`src/rtl/aes_pkg.sv`:
```
// rtl/aes_pkg.sv - shared AES GF(2^4)/GF((2^4)^2) arithmetic, S-box maps and FSM type
package aes_pkg;

  typedef enum logic [1:0] {
    S_IDLE = 2'd0,
    S_BUSY = 2'd1,
    S_DONE = 2'd2
  } sb_state_e;

  localparam logic [7:0] AFFINE_C = 8'h63;
  // GF(2^4) reduction x^4+x+1 (low four bits) and the composite-field constant v
  // of x^2+x+v; v=x^3+x^2 has trace 1, so the quadratic is irreducible.
  localparam logic [3:0] GF4_POLY = 4'h3;
  localparam logic [3:0] GF4_V    = 4'hC;

  function automatic logic [3:0] gf4_mul(input logic [3:0] a, input logic [3:0] b);
    logic [3:0] p;
    logic [3:0] aa;
    p  = '0;
    aa = a;
    for (int i = 0; i < 4; i++) begin
      if (b[i]) p = p ^ aa;
      aa = aa[3] ? ({aa[2:0], 1'b0} ^ GF4_POLY) : {aa[2:0], 1'b0};
    end
    return p;
  endfunction

  function automatic logic [3:0] gf4_sq(input logic [3:0] a);
    return {a[3], a[3] ^ a[1], a[2], a[2] ^ a[0]};
  endfunction

  function automatic logic [3:0] gf4_sq_v(input logic [3:0] a);
    return gf4_mul(gf4_sq(a), GF4_V);
  endfunction

  // a^14 = a^2 * a^4 * a^8; maps 0 to 0 as the S-box requires.
  function automatic logic [3:0] gf4_inv(input logic [3:0] a);
    logic [3:0] a2;
    logic [3:0] a4;
    logic [3:0] a8;
    a2 = gf4_sq(a);
    a4 = gf4_sq(a2);
    a8 = gf4_sq(a4);
    return gf4_mul(gf4_mul(a2, a4), a8);
  endfunction

  // Composite-field product of (h*x + l) elements, used only to derive the maps.
  function automatic logic [7:0] gf8c_mul(input logic [7:0] a, input logic [7:0] b);
    logic [3:0] hh;
    logic [3:0] hi;
    logic [3:0] lo;
    hh = gf4_mul(a[7:4], b[7:4]);
    hi = hh ^ gf4_mul(a[7:4], b[3:0]) ^ gf4_mul(a[3:0], b[7:4]);
    lo = gf4_mul(hh, GF4_V) ^ gf4_mul(a[3:0], b[3:0]);
    return {hi, lo};
  endfunction

  // Evaluates the AES field polynomial x^8+x^4+x^3+x+1 at a composite element.
  function automatic logic [7:0] aes_poly_at(input logic [7:0] b);
    logic [7:0] p2;
    logic [7:0] p3;
    logic [7:0] p4;
    logic [7:0] p8;
    p2 = gf8c_mul(b, b);
    p3 = gf8c_mul(p2, b);
    p4 = gf8c_mul(p2, p2);
    p8 = gf8c_mul(p4, p4);
    return p8 ^ p4 ^ p3 ^ b ^ 8'h01;
  endfunction

  function automatic logic [7:0] find_root();
    logic [7:0] root;
    root = '0;
    for (int c = 255; c >= 2; c--) begin
      if (aes_poly_at(8'(c)) == 8'h00) root = 8'(c);
    end
    return root;
  endfunction

  // Column i is the image of x^i: the polynomial basis maps onto powers of a root.
  function automatic logic [63:0] build_iso_map();
    logic [63:0] m;
    logic [7:0]  beta;
    logic [7:0]  pw;
    m    = '0;
    beta = find_root();
    pw   = 8'h01;
    for (int i = 0; i < 8; i++) begin
      m[8*i +: 8] = pw;
      pw = gf8c_mul(pw, beta);
    end
    return m;
  endfunction

  function automatic logic [7:0] map_apply(input logic [63:0] m, input logic [7:0] x);
    logic [7:0] y;
    y = '0;
    for (int i = 0; i < 8; i++) begin
      if (x[i]) y = y ^ m[8*i +: 8];
    end
    return y;
  endfunction

  function automatic logic [63:0] build_inv_map(input logic [63:0] m);
    logic [63:0] inv;
    logic [7:0]  unit;
    inv = '0;
    for (int j = 0; j < 8; j++) begin
      unit = 8'h01 << j;
      for (int c = 0; c < 256; c++) begin
        if (map_apply(m, 8'(c)) == unit) inv[8*j +: 8] = 8'(c);
      end
    end
    return inv;
  endfunction

  localparam logic [63:0] ISO_MAP     = build_iso_map();
  localparam logic [63:0] ISO_INV_MAP = build_inv_map(ISO_MAP);

  function automatic logic [7:0] iso_map(input logic [7:0] x);
    return map_apply(ISO_MAP, x);
  endfunction

  function automatic logic [7:0] iso_inv_map(input logic [7:0] x);
    return map_apply(ISO_INV_MAP, x);
  endfunction

  function automatic logic [7:0] affine(input logic [7:0] y);
    logic [7:0] b;
    for (int i = 0; i < 8; i++) begin
      b[i] = y[i] ^ y[(i + 4) % 8] ^ y[(i + 5) % 8] ^ y[(i + 6) % 8] ^ y[(i + 7) % 8] ^ AFFINE_C[i];
    end
    return b;
  endfunction

endpackage

```
`src/rtl/sub_bytes_seq_if.sv`:
```
// rtl/sub_bytes_seq_if.sv - input/output handshake bundle of the SubBytes engine
interface sub_bytes_seq_if;
  logic [127:0] in_data;
  logic         in_valid;
  logic         in_ready;
  logic [127:0] out_data;
  logic         out_valid;
  logic         out_ready;
  logic         busy;

  modport master (
    output in_data, in_valid, out_ready,
    input  in_ready, out_data, out_valid, busy
  );

  modport slave (
    input  in_data, in_valid, out_ready,
    output in_ready, out_data, out_valid, busy
  );
endinterface

```
`src/rtl/aes_sbox.sv`:
```
// rtl/aes_sbox.sv - combinational forward S-box via composite-field inversion
module aes_sbox
  import aes_pkg::*;
(
  input  logic [7:0] raw,
  output logic [7:0] sub
);
  logic [7:0] iso_v;
  logic [7:0] inv_v;
  logic [3:0] hi;
  logic [3:0] lo;
  logic [3:0] delta;
  logic [3:0] delta_inv;

  // (h*x+l)^-1 = h*d*x + (h+l)*d with d = (v*h^2 + h*l + l^2)^-1
  always_comb begin
    iso_v     = iso_map(raw);
    hi        = iso_v[7:4];
    lo        = iso_v[3:0];
    delta     = gf4_sq_v(hi) ^ gf4_mul(hi, lo) ^ gf4_sq(lo);
    delta_inv = gf4_inv(delta);
    inv_v     = {gf4_mul(hi, delta_inv), gf4_mul(hi ^ lo, delta_inv)};
    sub       = affine(iso_inv_map(inv_v));
  end
endmodule

```
`src/rtl/sub_bytes_seq.sv`:
```
// rtl/sub_bytes_seq.sv - time-multiplexed AES SubBytes engine with valid/ready handshakes
module sub_bytes_seq
  import aes_pkg::*;
#(
  parameter int LANES = 4
) (
  input logic           clk,
  input logic           rst,
  sub_bytes_seq_if.slave bus
);
  localparam int BEATS = 16 / LANES;
  localparam int CW    = (BEATS > 1) ? $clog2(BEATS) : 1;
  localparam logic [CW-1:0] LAST_BEAT = CW'(BEATS - 1);

  sb_state_e     state;
  logic [CW-1:0] cnt;
  logic [127:0]  src_reg;
  logic [127:0]  res_reg;
  logic          out_valid_q;
  logic          busy_q;
  logic          ready;
  logic [7:0]    lane_raw [LANES];
  logic [7:0]    lane_sub [LANES];

  // A new block may enter when idle, or when the finished one leaves this very cycle.
  always_comb begin
    ready = !rst && ((state == S_IDLE) || ((state == S_DONE) && bus.out_ready));
  end

  assign bus.in_ready  = ready;
  assign bus.out_valid = out_valid_q;
  assign bus.out_data  = res_reg;
  assign bus.busy      = busy_q;

  // Lane j works on byte cnt*LANES+j of the captured state.
  always_comb begin
    for (int j = 0; j < LANES; j++) begin
      lane_raw[j] = src_reg[8*(int'(cnt)*LANES + j) +: 8];
    end
  end

  for (genvar g = 0; g < LANES; g++) begin : g_lane
    aes_sbox u_sbox (
      .raw (lane_raw[g]),
      .sub (lane_sub[g])
    );
  end

  // Control FSM: capture, substitute LANES bytes per beat, hold result until taken.
  always_ff @(posedge clk) begin
    if (rst) begin
      state       <= S_IDLE;
      cnt         <= '0;
      src_reg     <= '0;
      res_reg     <= '0;
      out_valid_q <= 1'b0;
      busy_q      <= 1'b0;
    end else begin
      case (state)
        S_IDLE: begin
          if (bus.in_valid) begin
            src_reg <= bus.in_data;
            cnt     <= '0;
            busy_q  <= 1'b1;
            state   <= S_BUSY;
          end
        end
        S_BUSY: begin
          for (int j = 0; j < LANES; j++) begin
            res_reg[8*(int'(cnt)*LANES + j) +: 8] <= lane_sub[j];
          end
          cnt <= cnt + 1'b1;
          if (cnt == LAST_BEAT) begin
            cnt         <= '0;
            busy_q      <= 1'b0;
            out_valid_q <= 1'b1;
            state       <= S_DONE;
          end
        end
        S_DONE: begin
          if (bus.out_ready) begin
            out_valid_q <= 1'b0;
            if (bus.in_valid) begin
              src_reg <= bus.in_data;
              cnt     <= '0;
              busy_q  <= 1'b1;
              state   <= S_BUSY;
            end else begin
              state <= S_IDLE;
            end
          end
        end
        default: begin
          state       <= S_IDLE;
          out_valid_q <= 1'b0;
          busy_q      <= 1'b0;
        end
      endcase
    end
  end
endmodule

```
`src/flat_wrapper.sv`:
```
// flat-port wrapper written by rule: the top's interface ports become plain ports
module sub_bytes_seq_flat import aes_pkg::*;
#(
  parameter int LANES = 4
)
  (clk, rst, bus_in_data, bus_in_valid, bus_out_ready, bus_in_ready, bus_out_data, bus_out_valid, bus_busy);
  sub_bytes_seq_if bus_i ();
  input logic clk;
  input logic rst;
  input wire logic [$bits(bus_i.in_data)-1:0] bus_in_data;
  input wire logic [$bits(bus_i.in_valid)-1:0] bus_in_valid;
  input wire logic [$bits(bus_i.out_ready)-1:0] bus_out_ready;
  output wire logic [$bits(bus_i.in_ready)-1:0] bus_in_ready;
  output wire logic [$bits(bus_i.out_data)-1:0] bus_out_data;
  output wire logic [$bits(bus_i.out_valid)-1:0] bus_out_valid;
  output wire logic [$bits(bus_i.busy)-1:0] bus_busy;
  assign bus_i.in_data = bus_in_data;
  assign bus_i.in_valid = bus_in_valid;
  assign bus_i.out_ready = bus_out_ready;
  assign bus_in_ready = bus_i.in_ready;
  assign bus_out_data = bus_i.out_data;
  assign bus_out_valid = bus_i.out_valid;
  assign bus_busy = bus_i.busy;
  sub_bytes_seq #(.LANES(LANES)) u_core (.clk(clk), .rst(rst), .bus(bus_i));
endmodule
```
`config.mk`:
```
export PLATFORM = sky130hd
export DESIGN_NAME = sub_bytes_seq_flat
export DESIGN_NICKNAME = d
export VERILOG_FILES = /design/src/rtl/aes_pkg.sv /design/src/rtl/sub_bytes_seq_if.sv /design/src/rtl/aes_sbox.sv /design/src/rtl/sub_bytes_seq.sv /design/src/flat_wrapper.sv
export SDC_FILE = /design/constraint.sdc
export NUM_CORES = 1
export LEC_CHECK = 0
export CORE_MARGIN = 2
export CORE_UTILIZATION = 50
export DETAILED_ROUTE_END_ITERATION = 10
export PLACE_DENSITY = 0.77
export SYNTH_ARGS = -nofsm -noshare
export SYNTH_HDL_FRONTEND = slang
export SYNTH_SLANG_ARGS = --single-unit
export TNS_END_PERCENT = 30
```
`constraint.sdc`:
```
create_clock -name clk -period 7.9 [get_ports clk]
set_input_delay 0.79 -clock clk [delete_from_list [all_inputs] [get_ports clk]]
set_output_delay 0.79 -clock clk [all_outputs]
set_load 0.03 [all_outputs]
```
# After elaboration in Yosys (flattened, before gate mapping)
# Cells that the tools add are included.
# totals
output_inout_bits	131
ff_bits	262
# classes
n_shift	12
reduce_logical	12
n_eq_ne	6
addsub	8
mux	227
n_bitwise	361
# op_table
op	n
$bwmux 128	4
$shift 8x33->128 const A	4
$shiftx 8x33->128	4
$mux 4	80
$xor 4x4->4	76
$mux 128	2
$pmux 128 s2	1
$shiftx 128x32->8	2
$mux 8	20
$xor 1x1->1	152
$not 2->2	72
$mux 2	70
$shiftx 128x8->8	1
$shiftx 128x9->8	1
$mux 7	16
$neg 32->33	3
$mux 6	16
$not 4->4	16
$neg 7->33	1
$not 3->3	8
$not 6->6	4
$not 4->5	4
$not 5->5	4
$not 1->1	17
other kinds (20)	48

# Depth between registers and ports, before layout
# depth
word_depth	73
mapped_depth	33
depth_no_buf	26

# By module
# From an unflattened synthesis, not the netlist that was laid out.
# unflattened
cells_unflattened	2449
hier_area_um2	21220.4
# modules_own_cells
module	area_each_um2	seq_area_each_um2	cells_per_inst	n_inst
sub_bytes_seq	11380.9	5245.0	1237	1
aes_sbox	2459.9	0.0	303	4

# Worst setup path before layout
# OpenSTA, ideal clock, no wires.
# synth_timing
kind	reg-to-reg
start	register u_core.cnt[0]
end	register u_core.res_reg[17], in the netlist u_core.bus.out_data[17]
stages_incl_launch_ff	31
slack_ns	0.709
arrival_ns	7.074
t_required_ns	7.783
path_buffers	7
path_cell_list	dfxtp_1 > buf_6 > buf_12 > buf_12 > mux4_2 > buf_6 > xor2_2 > buf_6 > xnor2_1 > inv_1 > ha_1 > xnor2_1 > or3_1 > a211o_1 > and3_4 > nor2_2 > xnor2_1 > ha_1 > clkbuf_1 > inv_1 > and4_1 > a2111o_1 > a221o_1 > clkbuf_1 > a311oi_1 > a211oi_1 > a211oi_2 > xnor2_2 > xor2_1 > xor3_1 > a22o_1
# synth_between
elab_chain_cells	64
elab_cells_between_ends	579
cone_classes	7 x add/sub; 12 x shift; 208 x mux; 352 x bitwise
# synth_lines
item	line_no	text
from (decl)	sub_bytes_seq.sv:16	logic [CW-1:0] cnt;
from (signal assigned)	sub_bytes_seq.sv:72	cnt <= cnt + 1'b1;
$add 4x1->5 or $shiftx 128x8->8 (tied branches)	sub_bytes_seq.sv:38, sub_bytes_seq.sv:70	
$shiftx 128x9->8 or $mux 6 (tied branches)	sub_bytes_seq.sv:38, aes_pkg.sv:99	
$mux 6 or $mux 7 (tied branches)	aes_pkg.sv:99	if (x[i]) y = y ^ m[8*i +: 8];
$mux 7	aes_pkg.sv:99	
$mux 7 or $not 3->3 (tied branches)	--	
$not 3->3 (no source line) or $mux 6 (tied branches)	--	
$mux 6 or $mux 8 (tied branches)	aes_pkg.sv:99	
$mux 8 or $not 4->4 (tied branches)	--	
[45 not listed]	--	
$not 5->5 (no source line) or $mux 6 (tied branches)	--	
$mux 6 or $xor 1x1->1 (tied branches)	aes_pkg.sv:99, aes_pkg.sv:131	
$xor 1x1->1 (3 in a row)	aes_pkg.sv:131	b[i] = y[i] ^ y[(i + 4) % 8] ^ y[(i + 5) % 8] ^ y[(i + 6) % 8] ^ y[(i + 7) % 8] ^ AFFINE_C[i];
$xor 1x1->1 or $not 1->1 (tied branches)	--	
$not 1->1 (no source line) or $shiftx 8x33->128 (tied branches)	--	
$shiftx 8x33->128 or $bwmux 128 (tied branches)	sub_bytes_seq.sv:70	res_reg[8*(int'(cnt)*LANES + j) +: 8] <= lane_sub[j];
$bwmux 128 (2 in a row)	sub_bytes_seq.sv:70	
$bwmux 128 (*)	sub_bytes_seq.sv:70	
to (signal, indexed assignment)	sub_bytes_seq.sv:70	
to (decl)	sub_bytes_seq.sv:18	logic [127:0] res_reg;
# Every way passes the cells marked *; elsewhere a longest branch is shown, timed or not.
# A chain may end at the register's enable or synchronous reset.

# Worst setup path after layout
# layout_timing
start	register u_core.cnt[0]
end	register u_core.res_reg[13], in the netlist u_core.bus.out_data[13]
# The elaborated chain is that of the path after synthesis.

==> load_flow_metrics.sql <==
INSERT INTO impl_metrics (metric_group, metric, value, unit) VALUES
('sta', 'final-hold-violation-count', '0', ''),
('critical_path', 'critical_path.slowest_cell', 'sky130_fd_sc_hd__mux4_2', ''),
('sta', 'post-route-min-period', '7.40', 'ns'),
('sta', 'timing.slew.headroom', '0.270', ''),
('synth', 'share_of_the_synthesized_area_in_the_top_cell_type', '0.288', ''),
('critical_path', 'worst-endpoint-required', '8.39', 'ns'),
('grt', 'gr-total-overflow', '0', ''),
('cts', 'cts.hold.buffers_added', '0', ''),
('sta', 'finalCritPeriodShare', '0.937', ''),
('synth', 'ys_ff_latch', '262', ''),
('grt', 'first_global_vias', '15467', ''),
('layout', 'drive_gt1_frac', '0.102', ''),
('floorplanning', 'chipWidth', '195', 'µm'),
('grt', 'largest_net_degree_at_the_start_of_global_routing', '105', ''),
('synth', 'netlist_instances', '2180', ''),
('sta', 'clock_skew', '0.0108', 'ns'),
('placed_design', 'place.gp.congestion', '0.889', ''),
('layout', 'regArea', '5250', 'µm²'),
('routing', 'drt_first_iter_violations', '1369', ''),
('layout', 'final_stage_net_count', '2508', ''),
('routing', 'drc', '0', ''),
('critical_path', 'worst-r2r-setup-slack', '0.50', 'ns'),
('grt', 'global_route.usage.total', '0.257', ''),
('sta', 'fin_worst_hold_slack', '0.453', 'ns'),
('critical_path', 'series_of_cell_instances_along_the_critical_path', 'buf_12 -> mux4_2 -> xnor2_1 -> xnor2_1 -> ha_1 -> xnor3_1 -> and3_1 -> or3_1 -> and3_1 -> nor3_2 -> or2_2 -> ha_2 -> nand2b_1 -> o31ai_1 -> o311ai_2 -> and3_4 -> nand3_1 -> a21boi_0 -> o22ai_1 -> xor2_1 -> xor2_1 -> xnor3_1 -> xor2_1 -> a22o_1', ''),
('synth', 'syn-num-nets', '2328', ''),
('sta', 'rsz0062_at_grt', 'no', ''),
('floorplanning', 'floorplan.initialDensity', '0.510', ''),
('sta', 'setup_slack', '0.499', 'ns'),
('synth', 'async_flop_share', '0', ''),
('critical_path', 'worst_path_largest_cell_delay', '0.65', 'ns'),
('critical_path', 'type_of_origin_of_the_critical_path', 'flip-flop', ''),
('critical_path', 'timing.critical_path.arrival', '7.89', 'ns'),
('synth', 'netlist-cell-type-count', '111', ''),
('layout', 'multi_input_combinational_cell_area', '12200', 'µm²'),
('sta', 'setup_viol_count_final', '0', ''),
('critical_path', 'buffers_inverters_on_critical_path', '1', ''),
('synth', 'yosysSeqAreaShare', '0.288', ''),
('cts', 'cts_max_path_buffers', '3', ''),
('cts', 'cts_h_tree_depth', '1', ''),
('synth', 'syn-mean-instance-area', '8.36', 'µm²'),
('cts', 'cts.reportedPaths.clkPinSlew', '0.06', 'ns'),
('cts', 'clock_root_buffer', 'sky130_fd_sc_hd__clkbuf_16', ''),
('routing', 'route.detailed.vias_per_inst', '5.91', ''),
('floorplanning', 'die-area', '38000', 'µm²'),
('layout', 'syn2layout_area_growth', '21.0', '%'),
('synth', 'most_area_consuming_cells_after_synthesis', 'sky130_fd_sc_hd__dfxtp_1, sky130_fd_sc_hd__nand2_1, sky130_fd_sc_hd__xnor2_1', ''),
('routing', 'drt-pass1-iter-count', '6', ''),
('critical_path', 'cpLargestDelayFamily', 'XOR/XNOR gates', ''),
('placed_design', 'dp_cells', '2785', ''),
('layout', 'final-instance-count-excl-fill', '2844', ''),
('run_status', 'run_status', 'complete, no violations', ''),
('placed_design', 'dp.final_hpwl', '37300', 'µm'),
('critical_path', 'worst_path_most_repeated_cell', 'sky130_fd_sc_hd__xor2_1', ''),
('routing', 'ant_nets', '0', ''),
('sta', 'fmax', '0.135', 'GHz'),
('routing', 'routed_wl', '51100', 'µm'),
('cts', 'cts_sinks', '262', ''),
('synth', 'number_of_warnings_reported_in_the_yosys_synthesis_log', '0', ''),
('cts', 'cts_tree', 'done', ''),
('floorplanning', 'site_row_count', '69', ''),
('sta', 'tns', '0', 'ns'),
('grt', 'grt_first_pass_wirelength', '81300', 'µm'),
('routing', 'avgRoutedWirePerCell', '18.0', 'µm'),
('synth', 'dominantRegCellSynth', 'sky130_fd_sc_hd__dfxtp_1', ''),
('critical_path', 'cp-end-kind', 'flip-flop', ''),
('critical_path', 'timing_worst_setup_path_type', 'flip-flop to flip-flop', ''),
('synth', 'mappedNetlistArea', '18200', 'µm²'),
('critical_path', 'worst-path-max-fanout', '24', ''),
('synth', 'synth_area_leader_cell', 'sky130_fd_sc_hd__dfxtp_1', ''),
('synth', 'synth-edff-count', '0', '');
layer usage:
layer / up-vias / part of all wire / global-route usage
met5: - / 0 / 0
met4: 0 / 0.026 / 0.0662
met3: 82 / 0.064 / 0.0309
met2: 682 / 0.47 / 0.428
met1: 7941 / 0.44 / 0.353
li1: 8090 / - / -
final cells by class:
type                       instances  area share
sequential                       262       0.238
timing repair buffer             310       0.136
multi-input combinational       1731       0.552
antenna                            1    0.000113
clock inverter                    12     0.00601
tap                              461      0.0262
clock buffer                      40      0.0375
inverter                          27     0.00459
cell families after synthesis:
logic type / synth area share
muxes: 0.0726
AOI/OAI and AO/OA: 0.195
adders and majority gates: 0.0137
and+or+nand+nor: 0.205
xor gates and xnor gates: 0.174
buffers and inverters: 0.0521
DFF: 0.288
path summary, 6_finish.rpt:
| path | start | to | cells after the start |
|---|---|---|---|
| min | u_core.src_reg[94] | u_core.src_reg[94] | 2 |
| max reg2reg | u_core.cnt[0] | u_core.bus.out_data[13] | 24 |
| max | u_core.cnt[0] | u_core.bus.out_data[13] | 24 |
| min reg2reg | u_core.src_reg[94] | u_core.src_reg[94] | 2 |
cell usage after synthesis, drive strengths merged (5+ instances only):
library cell / number
xor2: 86
a221oi: 6
o32ai: 7
nor4: 21
o21ai: 76
o31ai: 11
nand4: 15
xnor3: 15
mux4: 35
nor4b: 5
inv: 26
a31oi: 10
and2: 15
clkbuf: 93
nor2: 140
o311ai: 6
nand3: 43
mux2: 14
a21oi: 191
ha: 16
buf: 67
nand2b: 21
mux2i: 37
a22oi: 45
xor3: 8
o211ai: 16
dfxtp: 262
nor3: 53
a211oi: 19
nor2b: 24
maj3: 5
and3: 20
o22ai: 14
a311oi: 5
or3: 20
nand2: 397
xnor2: 181
or2: 10
a22o: 65
metrics by stage:
step / utilization / cell area, µm²
2_1_floorplan: - / 18200
4_1_cts: 0.613 / 21900
5_1_grt: 0.617 / 22100
6_report: 0.617 / 22100
3_3_place_gp: 0.586 / 20900
3_5_place_dp: 0.586 / 20900
cell usage in the layout (no fill, tap or decap), types with 14 or more instances in the layout:
master                            Yosys  layout
sky130_fd_sc_hd__nand2_1            394     393
sky130_fd_sc_hd__clkdlybuf4s50_1      0     261
sky130_fd_sc_hd__dfxtp_1            262     260
sky130_fd_sc_hd__a21oi_1            189     186
sky130_fd_sc_hd__xnor2_1            162     160
sky130_fd_sc_hd__nor2_1             138     135
sky130_fd_sc_hd__xor2_1              73      71
sky130_fd_sc_hd__a22o_1              65      65
sky130_fd_sc_hd__o21ai_0             63      63
sky130_fd_sc_hd__nor3_1              50      48
sky130_fd_sc_hd__buf_4               17      47
sky130_fd_sc_hd__a22oi_1             44      44
sky130_fd_sc_hd__nand3_1             43      42
sky130_fd_sc_hd__mux2i_1             37      37
sky130_fd_sc_hd__mux4_2              34      34
sky130_fd_sc_hd__clkbuf_16            0      29
sky130_fd_sc_hd__inv_1               26      26
sky130_fd_sc_hd__nor2b_1             24      24
sky130_fd_sc_hd__nand2b_1            20      19
sky130_fd_sc_hd__or3_1               20      19
sky130_fd_sc_hd__xnor2_2             16      18
sky130_fd_sc_hd__and3_1              18      17
sky130_fd_sc_hd__a211oi_1            16      16
sky130_fd_sc_hd__nor4_1              17      16
sky130_fd_sc_hd__nand4_1             15      15
sky130_fd_sc_hd__o211ai_1            14      14
sky130_fd_sc_hd__o22ai_1             14      14
worst register-to-register path: stages, from the launching register on:
cell and delay [ns]:
sky130_fd_sc_hd__dfxtp_4 0.52, sky130_fd_sc_hd__buf_12 0.27, sky130_fd_sc_hd__mux4_2 0.65, sky130_fd_sc_hd__xnor2_1 0.20, sky130_fd_sc_hd__xnor2_1 0.31, sky130_fd_sc_hd__ha_1 0.21, sky130_fd_sc_hd__xnor3_1 0.39, sky130_fd_sc_hd__and3_1 0.19
sky130_fd_sc_hd__or3_1 0.38, sky130_fd_sc_hd__and3_1 0.28, sky130_fd_sc_hd__nor3_2 0.36, sky130_fd_sc_hd__or2_2 0.18, sky130_fd_sc_hd__ha_2 0.30, sky130_fd_sc_hd__nand2b_1 0.22, sky130_fd_sc_hd__o31ai_1 0.13, sky130_fd_sc_hd__o311ai_2 0.43
sky130_fd_sc_hd__and3_4 0.39, sky130_fd_sc_hd__nand3_1 0.10, sky130_fd_sc_hd__a21boi_0 0.14, sky130_fd_sc_hd__o22ai_1 0.21, sky130_fd_sc_hd__xor2_1 0.27, sky130_fd_sc_hd__xor2_1 0.27, sky130_fd_sc_hd__xnor3_1 0.46, sky130_fd_sc_hd__xor2_1 0.30
sky130_fd_sc_hd__a22o_1 0.19
what timing repair did:
action | in CTS | in global routing
hold endpoints to repair | 0 | 0
buffers inserted | 0 | 6
endpoints found under the setup margin | 0 | 84
gates resized for setup | 0 | 20
Power is not shown: default switching activity piles up to over one toggle a cycle in this logic, so the estimate is an artifact.
